### src/rtl/rs_alu_sched.sv
// Allocation/issue scheduler for the 2-wide ALU reservation station: picks free
// entries for two decoder ops and the two oldest operand-ready entries for issue.
module rs_alu_sched #(
    parameter int RS_SIZE = 7,
    parameter int SEL_W   = 3
) (
    input  logic               i_clk,
    input  logic               i_rst_n,
    input  logic               i_rdy,
    input  logic               i_clear,
    input  logic               i_stall,
    input  logic               i_alloc_req_1,
    input  logic               i_alloc_req_2,
    input  logic [RS_SIZE-1:0] i_busy,
    input  logic [RS_SIZE-1:0] i_ready_n,
    output logic [SEL_W-1:0]   o_alloc_addr_1,
    output logic [SEL_W-1:0]   o_alloc_addr_2,
    output logic [SEL_W-1:0]   o_issue_addr_1,
    output logic [SEL_W-1:0]   o_issue_addr_2,
    output logic               o_rs_full,
    output logic [SEL_W:0]     o_occupancy
);

    localparam logic [SEL_W-1:0] NONE  = '1;
    localparam int               OCC_W = SEL_W + 1;

    function automatic logic [SEL_W-1:0] f_lowest(input logic [RS_SIZE-1:0] v);
        logic [SEL_W-1:0] r;
        r = NONE;
        for (int i = RS_SIZE - 1; i >= 0; i--) begin
            if (v[i]) r = SEL_W'(i);
        end
        return r;
    endfunction

    function automatic logic [RS_SIZE-1:0] f_onehot(input logic [SEL_W-1:0] a);
        logic [RS_SIZE-1:0] r;
        r = '0;
        for (int i = 0; i < RS_SIZE; i++) begin
            if (a == SEL_W'(i)) r[i] = 1'b1;
        end
        return r;
    endfunction

    function automatic logic [OCC_W-1:0] f_popcnt(input logic [RS_SIZE-1:0] v);
        logic [OCC_W-1:0] r;
        r = '0;
        for (int i = 0; i < RS_SIZE; i++) begin
            r = r + OCC_W'(v[i]);
        end
        return r;
    endfunction

    // A candidate is oldest when no other candidate has its older bit set over it.
    function automatic logic [SEL_W-1:0] f_oldest(input logic [RS_SIZE-1:0] cand,
                                                  input logic [RS_SIZE-1:0][RS_SIZE-1:0] older);
        logic [RS_SIZE-1:0] top;
        top = cand;
        for (int i = 0; i < RS_SIZE; i++) begin
            for (int j = 0; j < RS_SIZE; j++) begin
                if (cand[j] && older[j][i]) top[i] = 1'b0;
            end
        end
        return f_lowest(top);
    endfunction

    logic [RS_SIZE-1:0][RS_SIZE-1:0] r_older;
    logic [RS_SIZE-1:0][RS_SIZE-1:0] w_older_nxt;
    logic [OCC_W-1:0]                r_occ;
    logic [OCC_W-1:0]                w_occ_nxt;

    logic [RS_SIZE-1:0] w_free;
    logic [RS_SIZE-1:0] w_ready;
    logic [RS_SIZE-1:0] w_oh1;
    logic [RS_SIZE-1:0] w_oh2;
    logic [OCC_W-1:0]   w_nfree;
    logic [OCC_W-1:0]   w_nreq;
    logic [OCC_W-1:0]   w_n_alloc;
    logic [OCC_W-1:0]   w_n_issue;
    logic [SEL_W-1:0]   w_slot1;
    logic [SEL_W-1:0]   w_slot2;
    logic [SEL_W-1:0]   w_a1;
    logic [SEL_W-1:0]   w_a2;
    logic [SEL_W-1:0]   w_i1;
    logic [SEL_W-1:0]   w_i2;
    logic               w_full;
    logic               w_issue_en;
    logic               w_commit;
    int                 w_occ_sum;

    always_comb begin
        w_free     = ~i_busy;
        w_nfree    = f_popcnt(w_free);
        w_nreq     = OCC_W'(i_alloc_req_1) + OCC_W'(i_alloc_req_2);
        w_full     = (w_nreq > w_nfree);
        w_slot1    = f_lowest(w_free);
        w_slot2    = f_lowest(w_free & ~f_onehot(w_slot1));
        w_a1       = (i_alloc_req_1 && !w_full) ? w_slot1 : NONE;
        w_a2       = (i_alloc_req_2 && !w_full) ? (i_alloc_req_1 ? w_slot2 : w_slot1) : NONE;
        w_issue_en = i_rdy && !i_clear;
        w_ready    = ~i_ready_n & i_busy;
        w_i1       = w_issue_en ? f_oldest(w_ready, r_older) : NONE;
        w_i2       = w_issue_en ? f_oldest(w_ready & ~f_onehot(w_i1), r_older) : NONE;
        w_commit   = i_rdy && !i_stall && !w_full && !i_clear;
        w_oh1      = (w_commit && i_alloc_req_1) ? f_onehot(w_a1) : '0;
        w_oh2      = (w_commit && i_alloc_req_2) ? f_onehot(w_a2) : '0;
        w_n_alloc  = w_commit ? w_nreq : '0;
        w_n_issue  = OCC_W'(w_i1 != NONE) + OCC_W'(w_i2 != NONE);
    end

    // New entries become younger than everything busy; slot 1 outranks slot 2.
    always_comb begin
        w_older_nxt = r_older;
        for (int i = 0; i < RS_SIZE; i++) begin
            for (int j = 0; j < RS_SIZE; j++) begin
                if (w_oh1[i] || w_oh2[i]) w_older_nxt[i][j] = 1'b0;
                if ((w_oh1[j] || w_oh2[j]) && i_busy[i]) w_older_nxt[i][j] = 1'b1;
                if (w_oh1[i] && w_oh2[j]) w_older_nxt[i][j] = 1'b1;
                if (i == j) w_older_nxt[i][j] = 1'b0;
            end
        end
    end

    always_comb begin
        w_occ_sum = int'(r_occ) + int'(w_n_alloc) - int'(w_n_issue);
        if (w_occ_sum < 0) w_occ_sum = 0;
        else if (w_occ_sum > RS_SIZE) w_occ_sum = RS_SIZE;
        w_occ_nxt = OCC_W'(w_occ_sum);
    end

    always_ff @(posedge i_clk or negedge i_rst_n) begin
        if (!i_rst_n) begin
            r_older <= '0;
            r_occ   <= '0;
        end else if (i_clear) begin
            r_older <= '0;
            r_occ   <= '0;
        end else if (i_rdy) begin
            r_older <= w_older_nxt;
            r_occ   <= w_occ_nxt;
        end
    end

    assign o_alloc_addr_1 = i_rst_n ? w_a1 : NONE;
    assign o_alloc_addr_2 = i_rst_n ? w_a2 : NONE;
    assign o_issue_addr_1 = i_rst_n ? w_i1 : NONE;
    assign o_issue_addr_2 = i_rst_n ? w_i2 : NONE;
    assign o_rs_full      = i_rst_n && w_full;
    assign o_occupancy    = r_occ;

endmodule

### config.mk
export PLATFORM = sky130hd
export DESIGN_NAME = rs_alu_sched
export DESIGN_NICKNAME = d
export VERILOG_FILES = /design/src/rtl/rs_alu_sched.sv
export SDC_FILE = /design/constraint.sdc
export NUM_CORES = 1
export LEC_CHECK = 0
export ABC_AREA = 1
export BUFFER_PORTS_ARGS = -buffer_cell sky130_fd_sc_hd__clkbuf_2
export CORE_MARGIN = 2
export CORE_UTILIZATION = 54
export DETAILED_ROUTE_END_ITERATION = 12
export PLACE_DENSITY = 0.89
export SLEW_MARGIN = 30
export SYNTH_ARGS = -nofsm -noshare
export SYNTH_HDL_FRONTEND = slang
export SYNTH_SLANG_ARGS = --single-unit
### constraint.sdc
create_clock -name i_clk -period 4.37 [get_ports i_clk]
set_input_delay 0.874 -clock i_clk [delete_from_list [all_inputs] [get_ports i_clk]]
set_output_delay 0.874 -clock i_clk [all_outputs]
set_load 0.02 [all_outputs]
==> key figures, run 1 <==
Synthesis
  • Synth Area in XOR/XNOR: 0.007157
  • Post-Syn Instances: 570
  • Adder-cell area share of the yosys netlist: 0.07226
  • FF+latch count, synth: between 40 and 50
  • Synth Cell Area: ~3700 µm²
  • Seq/Total Area, Yosys: 0.3136
  • Compound-Gate Fraction of Synth Area: 0.1442
  • Main combinational cell family by area after synthesis: simple AND/OR/NAND/NOR gates
  • Synth cell types: 36
  • Syn_area_per_cell: 6.440 µm²
  • Post-synthesis mux area share: 0
  • Post-synthesis simple-gate area fraction: 0.3330
  • Syn Nets: around 610
  • Yosys Warn Count: 0

Outcome
  • Status: stopped before the end
  • Fail Step: 5_1_grt
  • Tool Error: [ERROR GRT-0116] Global routing finished with congestion. Check the congestion regions in the DRC Viewer.

Global route
  • All-layer global routing usage: 0.6956
  • Overflow after GRT: 2
  • Vias in the first global route: between 6,000 and 7,000
  • First-pass GRT wire length: about 38,000 µm
  • Largest net degree at the start of global routing: 24

Clocking
  • CTS root buffer: clkbuf_8
  • Maximum clock path buffer count: 2
  • CTS Hold Bufs: 0
  • CTS buffer count: 5
  • Num Clock Sinks: 46
  • CTS H-tree depth: 2

Die
  • Initial core utilization: 0.5494
  • Std-Cell Rows: 30
  • I/O pin cnt: 38
  • Die width: between 80 and 90 µm
  • Die H: a little under 90 µm

Placed design
  • HPWL Detailed: 11,070 µm
  • Dpl ws: -1447 ps
  • Port bufs: 37
  • GPL Wtd Cong: 1.172
[cell families after synthesis]
logic type | count (synthesis)
AOI/OAI and AO/OA | 90
xor gates and xnor gates | 3
buffers and inverters | 126
adders and majority gates | 17
and+or+nand+nor | 288
DFF | 46
[synth_stat cells]
cell	count	area share
a211oi_1	1	0.0020
a21boi_2	1	0.0031
a21oi_1	11	0.015
a21oi_4	1	0.0044
a31oi_1	2	0.0034
and2_1	1	0.0017
buf_4	1	0.0020
clkbuf_1	2	0.0020
clkinv_1	1	0.0010
dfrtp_1	46	0.31
fa_1	7	0.038
ha_1	10	0.034
inv_1	114	0.12
inv_2	8	0.0082
nand2_1	162	0.17
nand2_2	4	0.0068
nand3_1	46	0.063
nand3_2	1	0.0027
nand3b_1	1	0.0020
nand4_1	4	0.0068
nand4_2	2	0.0068
nor2_1	56	0.057
nor2_2	6	0.010
nor2_4	2	0.0061
nor3_1	3	0.0041
o211ai_1	5	0.010
o21ai_0	33	0.045
o21ai_1	15	0.020
o21ai_2	1	0.0024
o21bai_1	1	0.0020
o221ai_1	1	0.0024
o22ai_1	13	0.022
o2bb2ai_1	4	0.0095
o31ai_1	1	0.0020
xnor2_1	1	0.0024
xor2_1	2	0.0048
[timing repair]
item	4_1_cts
endpoints found under the setup margin	55
setup buffers	33
pin swaps	48
resized for setup	192
[stage by stage]
step | cells | instance area, µm² | hold slack (ps)
floorplan | 570 | 3730 | 456.1
global placement | 805 | 4921 | 511.4
detailed placement | 805 | 4921 | 520.1
CTS | 844 | 5889 | 534.4
[per-layer routing]
layer,overflow,global-route usage
met5,0,0.06294
met4,1,0.6406
met3,0,0.5543
met2,1,0.8524
met1,0,0.7281
==> run 2, diff against run 1 <==
CORE_UTILIZATION = 40   (was 54)
PLACE_DENSITY = not set   (was 0.89)
PLACE_DENSITY_LB_ADDON = 0.15   (was not set)
clock period = 5.7 ns   (was 4.37 ns; I/O delays follow)
==> run 2 against run 1 <==
  * The flow now finishes without violations
  * Synthesized cell count unchanged
  * Area after synthesis unchanged
==> key figures, run 2 <==
Synthesis
  • Seq/Total Area, Yosys: 0.3136
  • Syn_area_per_cell: ~6.4 µm²
  • Yosys Warn Count: 0
  • Post-Syn Instances: 570
  • Post-synth top cells: nand2_1 (162), inv_1 (114), nor2_1 (56)
  • Synth cell types: 36
  • Most common cell in the netlist: nand2_1
  • Cell taking the most area after synthesis: dfrtp_1
  • FFs w/ async S/R, synth: 1.000
  • FF+latch count, synth: 46
  • Synth Cell Area: between 3000 and 4000 µm²
  • Post-synth EDFFs: 0
  • Most common flop cell mapped by yosys: dfrtp_1
  • Syn Nets: roughly 610
  • Ranking of synthesized cells by area: dfrtp_1 (31%), nand2_1 (17%), inv_1 (12%)
  • Area share of the largest cell type after synthesis: 0.3136

STA
  • Final setup vio count: 0
  • Slew HR: 0.5134
  • Fmax: roughly 180 MHz
  • Fin crit period: 5577 ps
  • Final Hold Fails: 0
  • Setup_tns: 0 ps
  • Max Clock Skew: 12.07 ps
  • Period utilization: 0.9785
  • Slew @ Worst Pin: 729.9 ps
  • Max Slew Vio Count: 0

Finish
  • Final design utilization: 0.5624
  • Max FFs per register: 42
  • Register area: 1151 µm²
  • Top reg by flops: r_older
  • Area Overhead vs Synth: 34.90%
  • Filler cell count: 850
  • Diode count: 0
  • Layout cell share with drive strength beyond 1: 0.2991
  • Multi-input logic area: 2276 µm²
  • Commonest non-fill, non-tap cell in the layout: nand2_1
  • Layout net count: ~730
  • Most frequent cells in the layout: nand2_1 (149), inv_1 (104), buf_4 (81)

Clocking
  • Clock transition at path regs: approximately 100 ps
  • Num Clock Sinks: 46
  • Maximum clock path buffer count: 2
  • CTS tree: done
  • CTS H-tree depth: 2
  • Worst-skew pair later-pin latency: 310 ps
  • CTS buffer count: 5
  • CTS root buffer: clkbuf_8
  • CTS Hold Bufs: 0

Drt
  • Initial DRC Count: 281
  • Residual DRC: 0
  • Final antenna-violating net count: 0
  • Vias: between 4,000 and 5,000
  • Vias per cell: between 5 and 6
  • Per-cell routed wire length: roughly 16 µm
  • Pre-Repair DR Iteration Count: 5
  • Final wirelength: ~13,000 µm

Die
  • Die H: ~100 µm
  • Std-Cell Rows: 34
  • I/O pin cnt: 38
  • Core ar.: ~8800 µm²
  • Die width: 99.80 µm
  • Initial core utilization: 0.4169
  • Die area: 9960 µm²

Critical path
  • Setup CP Type: input pin to primary output
  • Worst path max stage delay: between 400 and 500 ps
  • Critical path endpoint category: primary output
  • Worst Setup Start Kind: input pin
  • CP max stage cell: fa_1
  • CP arrival: 4440 ps
  • Worst Path Buf+Inv: 6
  • Critical-path cell list: buf_6 -> buf_6 -> fa_1 -> fa_1 -> fa_2 -> fa_1 -> ha_4 -> inv_1 -> o21bai_1 -> nand2_1 -> a21oi_2 -> buf_4 -> nor2_2 -> nand2_2 -> inv_1 -> nand2_1 -> clkbuf_2
  • Cells on worst reg2reg path: 32
  • Crit. path cell count: 17
  • Crit path required time: 4560 ps
  • Crit path max-delay family: adder cells
  • Most used cell, CP: fa_1
  • Largest fanout on the critical path: 3

Global route
  • Vias in the first global route: 4,046
  • Met3 Resource Use GR: 0.04875
  • First-pass GRT wire length: between 20,000 and 25,000 µm
  • Gr busiest metal: met2
  • All-layer global routing usage: 0.2659
  • Initial antenna violation count: 0
  • Global Route met2 Usage: 0.4293
  • Largest net degree at the start of global routing: 33
  • Met1 Use GR: 0.3629
  • Overflow after GRT: 0

Power
  • Total power: roughly 0.0010 W
  • Pwr Density: 201.7 nW/µm²
  • Pleak: about 2.5 nW
  • Worst vdd ir: around 110 µV

Worst hold path
  • Hold depth: 1
  • HP Class: register to register

Placed design
  • HPWL Detailed: approximately 11,000 µm
  • Port bufs: 37
  • GPL Wtd Cong: ~1

Outcome
  • Status: complete, no violations

Run
  • Max_cap viols: 0
-- run 2: timing repair --
action	4_1_cts	5_1_grt
pin swaps	0	35
setup buffers	0	14
resized for setup	4	99
endpoints found under the setup margin	6	9
-- run 2: stage by stage --
step,worst slack (ps),cell area (µm²),instances,hold slack (ps)
floorplan,69.70,3671,570,456.1
global placement,-356.7,4472,778,478.4
detailed placement,-424.4,4472,778,482.4
CTS,11.44,4573,786,508.9
global route,-82.07,4952,800,535.9
finish,122.7,4952,800,509.1
-- run 2: area by class of cell --
cell class,instances,area share
multi-input cells,398,0.4596
flip-flops and latches,46,0.2324
repair buffers,117,0.1673
inverters,123,0.09474
well taps,108,0.02729
clock buffers,5,0.01390
clock inverters,3,0.004800
-- run 2: cells by family (layout without fill, tap and decap cells) --
family | Yosys count | after routing | synth area share
xor gates and xnor gates | 3 | 3 | 0.007159
and+or+nand+nor | 288 | 288 | 0.3330
adders and majority gates | 17 | 17 | 0.07226
buffers and inverters | 126 | 248 | 0.1299
DFF | 46 | 46 | 0.3136
AOI/OAI and AO/OA | 90 | 90 | 0.1442
-- run 2: routing by layer --
metal,vias to the layer above,share of wire
met4,0,0.024
met3,27,0.073
met2,189,0.46
li1,2035,-
met1,1998,0.44
met5,-,0
-- run 2: power by group --
part	switching [W]	leakage (nW)	internal [W]
clock network	0.000127	0.0408	0.0000879
registers	0.0000136	0.639	0.000341
logic	0.000256	1.83	0.000174
total	0.000397	2.51	0.000602
-- run 2: path summary, 6_finish.rpt --
| check | start | slack (ps) | to |
|---|---|---|---|
| max | i_busy[3] | 120 | o_alloc_addr_2[0] |
| min | r_older[35]$_DFFE_PN0P_ | 510 | r_older[35]$_DFFE_PN0P_ |
| max reg2reg | r_older[21]$_DFFE_PN0P_ | 790 | o_occupancy[2]$_DFFE_PN0P_ |
| min reg2reg | r_older[35]$_DFFE_PN0P_ | 510 | r_older[35]$_DFFE_PN0P_ |
| max in group asynchronous | i_rst_n | 3930 | r_older[18]$_DFFE_PN0P_ |
| min in group asynchronous | i_rst_n | 860 | r_older[3]$_DFFE_PN0P_ |
-- run 2: worst register-to-register path, delay by kind of cell (launching register included) --
kind	cells	cell delay, ps
xor+xnor	1	190
buf+inv	8	660
fa+ha+maj	4	1470
flops	1	400
simple gates	14	1600
compound gates	5	490
(Power assumes the default switching activity.)
==> run 3, diff against run 2 <==
ABC_AREA = not set   (was 1)
CORE_MARGIN = not set   (was 2)
==> run 3 against run 2 <==
  * The flow now finishes with violations (DRC, setup timing)
  * Sequential power about the same
  * Worst setup slack got worse by 300 ps
  * Flip-flop and latch count unchanged
  * Die area decreased by 3.5%
  * Critical endpoint is now o_occupancy[2]$_DFFE_PN0P_
==> key figures, run 3 <==
Outcome
  • Status: finished, violations left
  • Violated checks: DRC, setup timing

Critical path
  • Worst Setup Start Kind: input pin
  • Crit path max-delay family: compound AO/OA/AOI/OAI gates
  • Critical-path cell list: clkbuf_2 -> nor2b_1 -> a22oi_1 -> and4_4 -> nor4b_4 -> a21oi_2 -> a221oi_1 -> o211ai_1 -> o31a_1 -> a31o_1 -> fa_1 -> inv_1 -> fa_2 -> inv_2 -> ha_4 -> a21o_1 -> a21oi_2 -> buf_4 -> nor2_1 -> a21oi_2 -> o21a_1 -> a31oi_2 -> a21oi_1 -> a21o_1
  • Most used cell, CP: a21oi_2
  • Crit path from: i_busy[2]
  • CP arrival: 6070 ps
  • Critical path endpoint category: register
  • Reg-to-Reg Start: r_older[35]$_DFFE_PN0P_
  • Worst Path Buf+Inv: 4
  • Critical Path Sink: o_occupancy[2]$_DFFE_PN0P_
  • Crit. path cell count: 24
  • Setup CP Type: input pin to register
  • Setup slack, reg-to-reg: 480 ps
  • Cells on worst reg2reg path: 24
  • Worst path max stage delay: around 510 ps
  • Largest fanout on the critical path: 5
  • Crit path required time: between 5000 and 6000 ps
  • CP max stage cell: fa_1
  • Reg2reg end: o_occupancy[2]$_DFFE_PN0P_

Placed design
  • GPL Wtd Cong: 0.9391
  • Port bufs: 37
  • HPWL Detailed: 10,420 µm

Global route
  • Initial antenna violation count: 0
  • First-pass GRT wire length: around 21,000 µm
  • Vias in the first global route: roughly 3,900
  • Largest net degree at the start of global routing: 24
  • All-layer global routing usage: 0.2826
  • Overflow after GRT: 0

Power
  • Worst vdd ir: between 100 and 150 µV
  • Pwr Density: between 200 and 250 nW/µm²
  • Pleak: between 2 and 2.5 nW

Synthesis
  • Post-synthesis simple-gate area fraction: 0.2313
  • Cell taking the most area after synthesis: dfrtp_1
  • Ranking of synthesized cells by area: dfrtp_1 (31%), nand2_1 (6.0%), a22o_1 (4.5%)
  • Syn_area_per_cell: 9.130 µm²
  • Synth Cell Area: around 3700 µm²
  • Post-synth EDFFs: 0
  • Most common cell in the netlist: nand2_1
  • Post-synthesis mux area share: 0
  • Synth cell types: 71
  • Compound-Gate Fraction of Synth Area: 0.3277
  • Synth Area in XOR/XNOR: 0.004749
  • Post-Syn Instances: ~400
  • Area share of the largest cell type after synthesis: 0.3121
  • Adder-cell area share of the yosys netlist: 0.07191
  • FF+latch count, synth: between 40 and 50
  • Syn Nets: 442
  • Most common flop cell mapped by yosys: dfrtp_1
  • Yosys Warn Count: 0
  • Post-synth top cells: nand2_1 (59), dfrtp_1 (46), a21o_1 (21), nor2_1 (21), inv_1 (20)
  • FFs w/ async S/R, synth: 1.000
  • Main combinational cell family by area after synthesis: compound AO/OA/AOI/OAI gates
  • Seq/Total Area, Yosys: 0.3121

STA
  • Slew HR: 0.5089
  • Final setup vio count: 3
  • Fmax: about 170 MHz
  • Min Hold Slack: 501.7 ps
  • Period utilization: 1.031
  • Max Clock Skew: 2.616 ps
  • Setup_tns: -469.5 ps
  • Max Slew Vio Count: 0
  • Final setup margin: -173.9 ps
  • Fin crit period: ~6000 ps
  • Final Hold Fails: 0
  • RSZ-0062 raised after global routing: yes
  • Slew @ Worst Pin: 733.9 ps

Drt
  • Vias per cell: approximately 6
  • Per-cell routed wire length: just over 20 µm
  • Residual DRC: 3
  • Vias: 3,903
  • Initial DRC Count: roughly 330
  • Final antenna-violating net count: 0
  • Final wirelength: 13,310 µm
  • Pre-Repair DR Iteration Count: 9

Clocking
  • Worst-skew pair later-pin latency: approximately 300 ps
  • CTS Hold Bufs: 0
  • CTS root buffer: clkbuf_8
  • CTS buffer count: 5
  • CTS tree: done
  • CTS H-tree depth: 2
  • Maximum clock path buffer count: 2
  • Clock transition at path regs: 90 ps
  • Num Clock Sinks: between 40 and 50

Die
  • I/O pin cnt: 38
  • Std-Cell Rows: 34
  • Die area: around 9600 µm²
  • Die H: between 90 and 100 µm
  • Core ar.: 8806 µm²
  • Die width: 98.03 µm
  • Initial core utilization: 0.4189

Worst hold path
  • HP Class: register to register

Finish
  • Most frequent cells in the layout: buf_4 (108), nand2_1 (55), dfrtp_1 (46)
  • Commonest non-fill, non-tap cell in the layout: buf_4
  • Diode count: 0
  • Layout cell share with drive strength beyond 1: 0.3752
  • Layout net count: 578
  • Area Overhead vs Synth: 35.52%
  • Top reg by flops: r_older
  • Max FFs per register: 42
  • Filler cell count: 786

Run
  • Max_cap viols: 0
[run 3: cell types whose count changed after synthesis, sizes merged, moves of 11 or more]
cell   change
nor2      -42
inv      -101
nor2b     +11
nand2    -105
nand3     -42
a22o      +19
a21o      +21
o21ai     -36
buf       +13
[run 3: worst min path at each step]
stage / from / endpoint / slack [ps] / cells after the start
2_1_floorplan: r_older[35]$_DFFE_PN0P_ / r_older[35]$_DFFE_PN0P_ / 460 / 1
3_3_place_gp: r_older[35]$_DFFE_PN0P_ / r_older[35]$_DFFE_PN0P_ / 480 / 1
3_5_place_dp: r_older[35]$_DFFE_PN0P_ / r_older[35]$_DFFE_PN0P_ / 480 / 1
4_1_cts: r_older[35]$_DFFE_PN0P_ / r_older[35]$_DFFE_PN0P_ / 510 / 1
5_1_grt: r_older[35]$_DFFE_PN0P_ / r_older[35]$_DFFE_PN0P_ / 520 / 1
6_report: r_older[30]$_DFFE_PN0P_ / r_older[30]$_DFFE_PN0P_ / 500 / 1
[run 3: cell families after synthesis]
kind of cell | count (synthesis)
DFF | 46
AOI/OAI and AO/OA | 145
buffers and inverters | 37
xor gates and xnor gates | 2
and+or+nand+nor | 157
adders and majority gates | 17
[run 3: report_power, final]
| group | total [W] | internal (W) | switching, W |
|---|---|---|---|
| Combinational | 0.000415 | 0.000197 | 0.000218 |
| Clock | 0.000249 | 0.000132 | 0.000117 |
| Sequential | 0.000353 | 0.000338 | 0.0000149 |
[run 3: area by class of cell]
class | count | area, µm² | share of cell area
inverters | 21 | 78.83 | 0.01577
clock inverters | 3 | 43.79 | 0.008761
repair buffers | 145 | 1071 | 0.2143
well taps | 108 | 135.1 | 0.02703
clock buffers | 5 | 68.82 | 0.01377
flip-flops and latches | 46 | 1151 | 0.2303
multi-input cells | 321 | 2450 | 0.4901
[run 3: metal layers]
layer | vias up | GRT usage | part of all wire
li1 | 1794 | - | -
met4 | 0 | 0.1119 | 0.031
met3 | 30 | 0.04009 | 0.064
met1 | 1914 | 0.3947 | 0.45
met5 | - | 0 | 0
met2 | 165 | 0.4404 | 0.46
[run 3: timing repair]
action | CTS | global route
pin swaps | 3 | 2
buffers inserted | 7 | 2
gates resized for setup | 17 | 28
setup endpoints to repair | 6 | 33
[run 3: per-stage QoR]
step	area [µm²]	cells	total power (W)	setup WS (ps)	utilization
finish	4999	649	0.001016	-173.9	0.5676
global route	4999	649	0.001071	-318.0	0.5676
detailed placement	4667	632	0.0007136	-521.3	0.5300
CTS	4907	647	0.0009970	-99.15	0.5573
floorplan	3705	404	0.0005567	-123.5	-
global placement	4667	632	0.0007113	-423.2	0.5300
